$ cat config.mk
export PLATFORM = sky130hd
export DESIGN_NAME = dqs_dll_ctrl
export DESIGN_NICKNAME = d
export VERILOG_FILES = /design/src/rtl/dqs_dll_pkg.sv /design/src/rtl/dll_eval_timer.sv /design/src/rtl/dqs_dll_ctrl.sv
export SDC_FILE = /design/constraint.sdc
export NUM_CORES = 1
export LEC_CHECK = 0
export ABC_AREA = 1
export ABC_CLOCK_PERIOD_IN_PS = 2600
export BUFFER_PORTS_ARGS = -buffer_cell sky130_fd_sc_hd__buf_4
export CORE_MARGIN = 1.5
export CORE_UTILIZATION = 50
export DETAILED_ROUTE_END_ITERATION = 8
export PLACE_DENSITY = 0.71
export SYNTH_ARGS = -nofsm -noshare
export SYNTH_HDL_FRONTEND = slang
export SYNTH_SLANG_ARGS = --single-unit
$ cat constraint.sdc
create_clock -name CLK -period 2.6 [get_ports CLK]
set_input_delay 0.13 -clock CLK [delete_from_list [all_inputs] [get_ports CLK]]
set_output_delay 0.13 -clock CLK [all_outputs]
set_load 0.02 [all_outputs]
$ cat src/rtl/dqs_dll_pkg.sv
// Shared types and default sizing for the DQS quarter-period DLL controller.
package dqs_dll_pkg;
  localparam int CODE_W_DEF   = 7;
  localparam int SETTLE_DEF   = 4;
  localparam int LOSS_CNT_DEF = 8;

  typedef enum logic [1:0] {
    IDLE   = 2'd0,
    SEARCH = 2'd1,
    TRACK  = 2'd2
  } dll_state_e;

  typedef enum logic {
    DN = 1'b0,
    UP = 1'b1
  } dll_dir_e;
endpackage

$ cat src/rtl/dll_eval_timer.sv
// Settle counter: one eval strobe per SETTLE cycles; a frozen eval cycle is skipped.
module dll_eval_timer #(
  parameter int SETTLE = 4
) (
  input  logic clk,
  input  logic rst_n,
  input  logic freeze,
  output logic eval_stb
);
  localparam int CNT_W = (SETTLE > 1) ? $clog2(SETTLE) : 1;
  localparam logic [CNT_W-1:0] LAST = CNT_W'(SETTLE - 1);

  logic [CNT_W-1:0] cnt;

  always_ff @(posedge clk or negedge rst_n) begin
    if (!rst_n)
      cnt <= '0;
    else if (!freeze)
      cnt <= (cnt == LAST) ? '0 : cnt + 1'b1;
  end

  assign eval_stb = (cnt == LAST) && !freeze;
endmodule

$ cat src/rtl/dqs_dll_ctrl.sv
// DQS delay-lock controller: binary search then phase-detector tracking of a quarter-period code.
//   state  | meaning
//   IDLE   | wait one settle period, then seed the search at the code MSB
//   SEARCH | resolve one code bit per eval, MSB first
//   TRACK  | +/-1 per eval; a long one-directional run drops lock
module dqs_dll_ctrl
  import dqs_dll_pkg::*;
#(
  parameter int CODE_W   = CODE_W_DEF,
  parameter int SETTLE   = SETTLE_DEF,
  parameter int LOSS_CNT = LOSS_CNT_DEF
) (
  input  logic              CLK,
  input  logic              RSTN,
  input  logic              PD_UP,
  input  logic              FREEZE,
  input  logic              UDDCNTLN,
  output logic [CODE_W-1:0] DCNTL,
  output logic              LOCK,
  output logic              DQSDEL
);
  localparam int IDX_W = (CODE_W > 1) ? $clog2(CODE_W) : 1;
  localparam int RUN_W = $clog2(LOSS_CNT + 1);
  localparam logic [CODE_W-1:0] CODE_MAX = '1;

  dll_state_e        state_q, state_n;
  logic [CODE_W-1:0] code_q, code_n;
  logic [IDX_W-1:0]  idx_q, idx_n;
  logic [RUN_W-1:0]  run_q, run_n;
  dll_dir_e          dir_q, dir_n;
  logic              lock_n;
  logic              eval_stb;

  dll_eval_timer #(.SETTLE(SETTLE)) u_timer (
    .clk      (CLK),
    .rst_n    (RSTN),
    .freeze   (FREEZE),
    .eval_stb (eval_stb)
  );

  always_comb begin
    state_n = state_q;
    code_n  = code_q;
    idx_n   = idx_q;
    run_n   = run_q;
    dir_n   = dir_q;
    lock_n  = LOCK;
    if (eval_stb) begin
      case (state_q)
        IDLE: begin
          code_n  = CODE_W'(1) << (CODE_W - 1);
          idx_n   = IDX_W'(CODE_W - 1);
          state_n = SEARCH;
        end
        SEARCH: begin
          if (!PD_UP)
            code_n[idx_q] = 1'b0;
          if (idx_q != '0) begin
            code_n[idx_q - 1'b1] = 1'b1;
            idx_n = idx_q - 1'b1;
          end else begin
            state_n = TRACK;
            lock_n  = 1'b1;
            run_n   = '0;
          end
        end
        TRACK: begin
          dir_n = PD_UP ? UP : DN;
          if (PD_UP && code_q != CODE_MAX)
            code_n = code_q + 1'b1;
          else if (!PD_UP && code_q != '0)
            code_n = code_q - 1'b1;
          // Saturated moves still extend the run so a pinned code eventually relocks.
          run_n = (run_q != '0 && dir_n == dir_q) ? run_q + 1'b1 : RUN_W'(1);
          if (run_n == RUN_W'(LOSS_CNT)) begin
            lock_n  = 1'b0;
            code_n  = '0;
            run_n   = '0;
            state_n = IDLE;
          end
        end
        default: state_n = IDLE;
      endcase
    end
  end

  always_ff @(posedge CLK or negedge RSTN) begin
    if (!RSTN) begin
      state_q <= IDLE;
      code_q  <= '0;
      idx_q   <= '0;
      run_q   <= '0;
      dir_q   <= DN;
      LOCK    <= 1'b0;
      DQSDEL  <= 1'b0;
    end else begin
      state_q <= state_n;
      code_q  <= code_n;
      idx_q   <= idx_n;
      run_q   <= run_n;
      dir_q   <= dir_n;
      LOCK    <= lock_n;
      DQSDEL  <= lock_n;
    end
  end

  always_ff @(posedge CLK or negedge RSTN) begin
    if (!RSTN)
      DCNTL <= '0;
    else if (!UDDCNTLN)
      DCNTL <= code_q;
  end
endmodule
==> results of run 1 <==
[kinds of logic after synthesis]
logic type | Yosys count | share of synthesized area [%]
DFF | 27 | 35.0
AOI/OAI and AO/OA | 46 | 12.8
adders and majority gates | 16 | 10.8
xor gates and xnor gates | 3 | 1.36
muxes | 2 | 1.17
buffers and inverters | 38 | 7.72
and+or+nand+nor | 130 | 31.1
[report_power, final]
| part | switching (mW) | internal (mW) |
|---|---|---|
| combinational | 0.735 | 0.445 |
| clock | 0.136 | 0.110 |
| sequential | 0.157 | 0.577 |
[worst max-delay path, stage by stage, from the launching register on]
cell and delay (ns):
dfrtp_1 0.46, nand2_1 0.08, nor2_1 0.15, nand2_1 0.07, nand2_1 0.21, inv_1 0.09, fa_1 0.40, inv_1 0.09
nand3_1 0.07, nand3_1 0.09, nand3_1 0.08, nand2_1 0.07, nor2_1 0.04, nor2_1 0.09, nor2_1 0.04
[placed cells by master, fill, tap and decap left out, types with 3 or more instances in the layout]
cell / n
ha_1: 15
dfrtp_1: 27
nand2_2: 7
nand2_1: 82
inv_2: 3
nand3_1: 15
a21oi_1: 10
nor2_4: 4
clkbuf_8: 3
nor2_1: 12
o21ai_0: 28
inv_1: 31
buf_4: 13
nand4_1: 3
[registers in the layout (all words and copies together), names as in the netlist]
signal	cells
DCNTL	7
code_q	7
run_q	4
idx_q	3
state_q	2
u_timer.cnt	2
DQSDEL	1
dir_q	1
[per-layer routing]
| metal | vias up | routed length (um) |
|---|---|---|
| met5 | - | 0 |
| met4 | 0 | 47 |
| met2 | 29 | 1660 |
| li1 | 872 | - |
| met1 | 747 | 1920 |
| met3 | 6 | 127 |
[worst paths after layout]
path                                 from  cells after the start        endpoint  slack [ns]
hold reg to reg            u_timer.cnt[0]                      1  u_timer.cnt[0]        0.49
setup reg to reg                code_q[0]                     14       code_q[6]        0.47
min in group asynchronous            RSTN                      2        run_q[0]        0.29
setup / recovery                code_q[0]                     14       code_q[6]        0.47
max in group asynchronous            RSTN                      2        idx_q[1]        2.04
hold / removal                     FREEZE                      3  u_timer.cnt[1]        0.07
[layout make-up]
cell class                 count  area [um2]
fill                         355        1570
timing repair buffer          14         108
sequential                    27         676
clock buffer                   4        45.0
inverter                      34         128
multi-input combinational    197        1100
tap                           48        60.1
[per-stage QoR]
| stage | area, um2 | cells | worst slack [ns] | hold slack, ns |
|---|---|---|---|---|
| 4_1_cts | 2120 | 324 | 0.458 | 0.0720 |
| 3_3_place_gp | 2060 | 319 | 0.527 | 0.0702 |
| 5_1_grt | 2120 | 324 | 0.173 | 0.0977 |
| 6_report | 2120 | 324 | 0.469 | 0.0736 |
| 3_5_place_dp | 2060 | 319 | 0.477 | 0.0741 |
| 2_1_floorplan | 1930 | 262 | 0.705 | -0.166 |
==> impl_metrics.ini, run 1 <==
[final_layout]
drive_above_1_share_pct = 13.8
final_nets = 298
utilization_pct = 57.5
insertedDiodeCount = 0
area_growth_pct = 9.93

[yosys]
synth_ff_type = dfrtp_1
syn_nets = 283
synth_seq_cells = 27
avgSynthCellArea_um2 = 7.36
synthesis.area_mm2 = 0.00193
ys_seq_area_share_pct = 35.0
synthArstFlopShare_pct = 100
yosysWarnings = 0
synthDistinctLibCells = 31
ys_top_cells_by_count = 82 x nand2_1, 31 x inv_1, 28 x o21ai_0, 27 x dfrtp_1
syn_inst = 262
synth.most_common_cell = nand2_1
synth_area_leaders = dfrtp_1 35%, nand2_1 16%, ha_1 9.7%
synth_edf_count = 0
synth_top_area_share_pct = 35.0
netlist.top_cell.by_area = dfrtp_1

[route]
firstDrtPassIters = 4
vias_per_cell = 5.10
routed_wl_um = 3750
vias = 1654
avgRoutedWirePerCell_um = 11.6
first_iter_violations = 102
drtAntennaViolNets = 0
drc = 0

[global_routing]
grt_busiest_layer = met2
use_met3_pct = 2.57
grt_antenna_before_repair = 0
use_met1_pct = 28.6
track_usage_pct = 20.0
grt_max_degree = 28
grt_pass1_vias = 1587
use_met2_pct = 32.5
grt_pass1_wl_um = 6800
grt_overflow = 0

[place]
routabilityCongestion = 0.822
port_buffers = 13
dp_hpwl_um = 2870

[sta]
max_freq_mhz = 469
fin_setup_tns_ns = 0
period_needed_ns = 2.13
relSlewSlack_pct = 75.5
setup_viol = 0
hold_violations = 0
rsz0062_at_grt = no
fin_crit_sh_pct = 81.9
clock_skew_ns = 0.00227
tightestPinTransition_ns = 0.367
slew_viol_final = 0

[power_and_ir_drop]
ir_drop_v = 0.000410
p_per_area_mw_per_mm2 = 1020
p_total_mw = 2.16
leakagePower_nw = 1.07

[clock_tree]
cts.path.max_buffers = 2
cts_tree = done
clk_pin_slew_worst_paths_ns = 0.10
cts_max_level = 1
clockRootBuffer = clkbuf_8
cts_setup_buffers = 0
cts.sinks = 27
worstSkewPairLatency_ns = 0.27
cts_inserted_buffers = 3
ctsHoldBuffers = 1
cts_resized = 0

[critical_path]
worstPathArrival_ns = 2.30
start_kind = flop
cp.required_ns = 2.77
path_class = reg -> reg
end_kind = flop
cp_max_fo = 7

[floorplan]
design.core.area_mm2 = 0.00369
io_pins = 14
fp-row-count = 22
die_area_mm2 = 0.00424
start_util_pct = 52.3
die_x_um = 65.1
die_h_um = 65.1

[worst_hold_path]
worst_hold_path_type = in -> reg

[run_status]
status = finished, final reports clean

[job]
cap_violations = 0
Power figures use the tool's default switching activity.
==> inputs of run 2 (changes only) <==
--- a/config.mk
+++ b/config.mk
@@ -6,7 +6,7 @@
 export NUM_CORES = 1
 export LEC_CHECK = 0
 export ABC_AREA = 1
-export ABC_CLOCK_PERIOD_IN_PS = 2600
+export ABC_CLOCK_PERIOD_IN_PS = 2070
 export BUFFER_PORTS_ARGS = -buffer_cell sky130_fd_sc_hd__buf_4
 export CORE_MARGIN = 1.5
 export CORE_UTILIZATION = 50
==> constraint.sdc (replaced) <==
create_clock -name CLK -period 2.07 [get_ports CLK]
set_input_delay 0.1035 -clock CLK [delete_from_list [all_inputs] [get_ports CLK]]
set_output_delay 0.1035 -clock CLK [all_outputs]
set_load 0.02 [all_outputs]
==> run 2 against run 1 <==
Hold slack worse by 0.028 ns. Combinational power up 40%. Sequential power grew 18%. Global-route usage up 0.43 points. Via count grew 3.6%. Final cell count increased by 2.5%. Final area rose by 3.6%. Die area stayed put. Clock-buffer cell count shrank 1. Sequential share of layout area down 1.1 points.
==> impl_metrics.ini, run 2 (synthesis results as in run 1) <==
[critical_path]
reg2regPathDepth = 12
critPathCapture = code_q[4]
slowest_stage = dfrtp_1
start_kind = flop
worstPathArrival_ns = 2.08
worstPathCellList = inv_1 > nor2_2 > nand2_1 > nand2_4 > ha_1 > nand2_1 > nand2_1 > a21oi_1 > xor2_1 > o21ai_0 > nand2_1 > nand2_1
end_kind = flop
r2r_start = code_q[6]
cp_max_fo = 7
startpoint = code_q[6]
path_class = reg -> reg
rrSetupSlack_ns = 0.16
cpPeakStageDelay_ns = 0.39
r2r-end = code_q[4]
cp.required_ns = 2.24
critPathMostFrequentCell = nand2_1

[final_layout]
final_cell_mix = 81 x nand2_1, 31 x inv_1, 28 x o21ai_0
insertedDiodeCount = 0
final_cells = 332
area_growth_pct = 13.9
drive_above_1_share_pct = 18.0
final_nets = 306
final_common_cell = nand2_1
top_regs = DCNTL: 7 flops, code_q: 7 flops, run_q: 4 flops

[power_and_ir_drop]
p_comb_share_pct = 58.5
p_per_area_mw_per_mm2 = 1290
p_clk_share_pct = 11.0
power_switching_share_pct = 47.2
p_switching_mw = 1.33
p_int_mw = 1.49
seq_power_share_pct = 30.5
leakagePower_nw = 1.11
p_total_mw = 2.83
ir_drop_v = 0.000560

[route]
first_iter_violations = 91
drtAntennaViolNets = 0
vias = 1714
drc = 0
vias_per_cell = 5.16
firstDrtPassIters = 4
routed_wl_um = 3970
avgRoutedWirePerCell_um = 12.0

[place]
dp.cells = 327
dp_hpwl_um = 3120
routabilityCongestion = 0.889
port_buffers = 13

[sta]
period_needed_ns = 1.91
fin_setup_tns_ns = 0
clock_skew_ns = 0.0108
rsz0062_at_grt = no
fin_crit_sh_pct = 92.1
setup_viol = 0
slew_viol_final = 0
max_freq_mhz = 525
relSlewSlack_pct = 76.0
holdWs_ns = 0.0454
tightestPinTransition_ns = 0.360
hold_violations = 0

[floorplan]
design.core.area_mm2 = 0.00369
fp-row-count = 22
start_util_pct = 52.3
die_x_um = 65.1
die_area_mm2 = 0.00424
io_pins = 14
die_h_um = 65.1

[job]
cap_violations = 0

[run_status]
status = finished, final reports clean

[global_routing]
grt_pass1_wl_um = 6820
grt_pass1_vias = 1617
grt_antenna_before_repair = 0
grt_overflow = 0
track_usage_pct = 20.5
grt_max_degree = 28

[clock_tree]
worstSkewPairLatency_ns = 0.28
cts_tree = done
clockRootBuffer = clkbuf_8
cts_max_level = 1
clk_pin_slew_worst_paths_ns = 0.10
cts_inserted_buffers = 3
cts_setup_buffers = 0
cts.path.max_buffers = 2
cts.sinks = 27

[worst_hold_path]
worst_hold_path_type = in -> reg
## run 2: cell count changes in the layout (fill, tap and decap cells not counted), sizes merged
cell | before | now
clkbuf | 4 | 3
clkinv | 0 | 1
buf | 13 | 21
## run 2: final cells by class
cell class / count / area [um2]
Sequential cell: 27 / 676
Inverter: 34 / 128
Timing Repair Buffer: 22 / 168
Multi-Input combinational cell: 197 / 1120
Tap cell: 48 / 60.1
Clock inverter: 1 / 5.00
Fill cell: 338 / 1490
Clock buffer: 3 / 41.3
## run 2: through the flow
stage	utilization, %	worst slack (ns)	cell area (um2)
floorplan	-	0.175	1930
global placement	57.6	0.137	2120
detailed placement	57.6	0.0849	2120
CTS	59.1	0.0880	2180
global route	59.5	0.0102	2200
finish	59.5	0.164	2200
## run 2: critical path: cells and delay by family, from the launching register on
| kind | cells | cell delay (ns) |
|---|---|---|
| DFF | 1 | 0.39 |
| xor gates and xnor gates | 1 | 0.18 |
| adders and majority gates | 1 | 0.35 |
| AOI/OAI and AO/OA | 2 | 0.26 |
| and+or+nand+nor | 7 | 0.52 |
| buffers and inverters | 1 | 0.10 |
## run 2: metal layers
layer  up-vias  track usage [%]  share of wire, %
met5         -                0                 0
met4         0             8.07               1.1
met3         4             2.23               3.2
met2        32             34.3                46
met1       790             27.2                50
li1        888                -                 -
## run 2: worst min-delay path by stage
stage,startpoint,slack (ns),depth (start not counted),to
final,FREEZE,0.05,3,u_timer.cnt[1]
after global routing,FREEZE,0.06,3,u_timer.cnt[1]
after CTS,FREEZE,0.04,3,u_timer.cnt[1]
after detailed placement,RSTN,0.04,1,run_q[2]
after global placement,RSTN,0.04,1,run_q[0]
after floorplan,RSTN,-0.19,0,DCNTL[0]
## run 2: what timing repair did
item / in CTS / in global routing
endpoints found under the setup margin: 0 / 5
gates resized for setup: 0 / 5
hold buffers: 1 / 0
endpoints found under the hold margin: 27 / 0
## run 2: power by group through the flow
stage / Combinational (mW) / Clock (mW) / Sequential (mW)
after detailed placement: 1.65 / 0 / 0.873
after global routing: 1.89 / 0.333 / 0.882
after CTS: 1.66 / 0.322 / 0.862
final: 1.65 / 0.311 / 0.862
after global placement: 1.62 / 0 / 0.864
after floorplan: 1.08 / 0 / 0.955
==> inputs of run 3 (changes only) <==
--- a/config.mk
+++ b/config.mk
@@ -8,10 +8,12 @@
 export ABC_AREA = 1
 export ABC_CLOCK_PERIOD_IN_PS = 2070
 export BUFFER_PORTS_ARGS = -buffer_cell sky130_fd_sc_hd__buf_4
+export CELL_PAD_IN_SITES_DETAIL_PLACEMENT = 2
+export CELL_PAD_IN_SITES_GLOBAL_PLACEMENT = 2
 export CORE_MARGIN = 1.5
-export CORE_UTILIZATION = 50
+export CORE_UTILIZATION = 35
 export DETAILED_ROUTE_END_ITERATION = 8
-export PLACE_DENSITY = 0.71
+export PLACE_DENSITY = 0.82
 export SYNTH_ARGS = -nofsm -noshare
 export SYNTH_HDL_FRONTEND = slang
 export SYNTH_SLANG_ARGS = --single-unit
==> run 3 against run 2 <==
The flow now finishes with violations (negative setup slack). Via count is 8.3% higher. Hold slack worse by 0.012 ns. Wire length is 67% higher. Die area is 41% higher. Critical path type unchanged. Final area is 6.2% higher. Critical path depth is 2 higher. Global-route usage is 0.63 points lower. Highest routed layer unchanged. Sequential cell count stayed put.
==> impl_metrics.ini, run 3 (synthesis results as in run 1) <==
[sta]
clock_skew_ns = 0.00264
setup_viol = 1
period_needed_ns = 2.16
slew_viol_final = 0
relSlewSlack_pct = 72.8
tightestPinTransition_ns = 0.409
setup_ws_ns = -0.0894
hold_violations = 0
max_freq_mhz = 463
fin_setup_tns_ns = -0.0894
fin_crit_sh_pct = 104

[critical_path]
worstPathArrival_ns = 2.38
cp.required_ns = 2.29
path_class = reg -> reg
cp_max_fo = 6
reg2regPathDepth = 14
r2r-end = code_q[6]
critPathCapture = code_q[6]
startpoint = code_q[5]
r2r_start = code_q[5]
end_kind = flop
rrSetupSlack_ns = -0.09
start_kind = flop

[place]
routabilityCongestion = 0.773
port_buffers = 13
dp_hpwl_um = 4410
dp.cells = 350

[floorplan]
fp-row-count = 26
die_x_um = 77.2
die_area_mm2 = 0.00596
design.core.area_mm2 = 0.00520
start_util_pct = 37.0
die_h_um = 77.2
io_pins = 14

[route]
vias_per_cell = 5.16
firstDrtPassIters = 4
routed_wl_um = 6620
first_iter_violations = 73
drtAntennaViolNets = 0
avgRoutedWirePerCell_um = 18.4
vias = 1857
drc = 0

[power_and_ir_drop]
leakagePower_nw = 1.14
p_int_mw = 1.57
power_switching_share_pct = 50.2
ir_drop_v = 0.000507
p_clk_share_pct = 10.8
p_comb_share_pct = 61.0
seq_power_share_pct = 28.3
p_per_area_mw_per_mm2 = 1350
p_switching_mw = 1.58

[global_routing]
grt_antenna_before_repair = 0
grt_pass1_wl_um = 9470
grt_max_degree = 28
track_usage_pct = 19.8
grt_pass1_vias = 1943
grt_overflow = 0

[job]
cap_violations = 0

[run_status]
violations = negative setup slack
status = finished with violations

[clock_tree]
cts_tree = done
cts.path.max_buffers = 2
clockRootBuffer = clkbuf_8
clk_pin_slew_worst_paths_ns = 0.11
cts.sinks = 27
cts_max_level = 1
worstSkewPairLatency_ns = 0.29
cts_inserted_buffers = 3

[final_layout]
top_regs = DCNTL: 7 flops, code_q: 7 flops, run_q: 4 flops
area_growth_pct = 21.0
final_cell_mix = 79 x nand2_1, 28 x inv_1, 28 x o21ai_0
insertedDiodeCount = 0
fillCellCount = 615
final_nets = 312
multi_input_comb_area_mm2 = 0.00118
final_cells = 360
regArea_um2 = 677
utilization_pct = 44.8
final_common_cell = nand2_1
drive_above_1_share_pct = 23.8

[worst_hold_path]
worst_hold_path_type = in -> reg
[run 3: cell types whose count changed in the layout (fill, tap and decap cells not counted), sizes merged]
cell / change
buf: +6
clkinv: -1
clkinvlp: +1
[run 3: worst min path at each step]
stage	slack, ns	cells after the start	from	end
after global placement	0.05	1	RSTN	run_q[0]
after global routing	0.04	3	FREEZE	u_timer.cnt[1]
after floorplan	-0.19	0	RSTN	DCNTL[0]
after detailed placement	0.05	1	RSTN	run_q[2]
final	0.03	3	FREEZE	u_timer.cnt[1]
after CTS	0.03	3	FREEZE	u_timer.cnt[1]
[run 3: final cells by class]
type / instances / share of cell area [%]
inverters: 34 / 5.47
clock buffers: 3 / 1.77
multi-input cells: 197 / 50.5
flip-flops and latches: 27 / 29.0
well taps: 70 / 3.76
clock inverters: 1 / 0.322
repair buffers: 28 / 9.12
[run 3: power by group through the flow]
| stage | clock (mW) | combinational, mW | sequential [mW] |
|---|---|---|---|
| after floorplan | 0 | 1.08 | 0.955 |
| after CTS | 0.352 | 1.76 | 0.875 |
| after global routing | 0.367 | 2.12 | 0.923 |
| after global placement | 0 | 1.69 | 0.868 |
| after detailed placement | 0 | 1.74 | 0.886 |
| final | 0.339 | 1.92 | 0.892 |
[run 3: repair_timing]
item	in CTS	in global routing
hold buffers	1	0
resized for setup	2	17
pin swaps	0	6
gates cloned	0	0
setup endpoints to repair	4	7
buffers inserted	0	5
hold endpoints to repair	27	0
[run 3: per-stage QoR]
stage               power (mW)  hold WS [ns]  worst slack (ns)  area, um2
finish                    3.15        0.0336           -0.0894       2330
global route              3.41        0.0369            -0.215       2330
CTS                       2.98        0.0301            0.0204       2220
detailed placement        2.63        0.0507           -0.0807       2160
global placement          2.56        0.0455            0.0730       2160
floorplan                 2.03        -0.192             0.175       1930
[run 3: metal layers]
metal	share of wire, %	wire (um)	GRT usage [%]	vias to the layer above
li1	-	-	-	897
met1	45	2970	26.2	926
met2	52	3460	34.4	25
met3	1.5	97	1.67	9
met4	1.5	98	5.45	0
met5	0	0	0	-
[run 3: worst max-delay path, cell delays in order (launching register included)]
cell and delay, ns:
dfrtp_1 0.42, nand2_1 0.11, nor2_2 0.16, nand2_2 0.09, nand2_4 0.12, ha_1 0.29
nand2_1 0.08, nand2_1 0.10, nand2_1 0.10, nand3_2 0.10, nand3_1 0.12, nand2_1 0.07
nor2_1 0.12, nor2_1 0.08, nor2_1 0.12
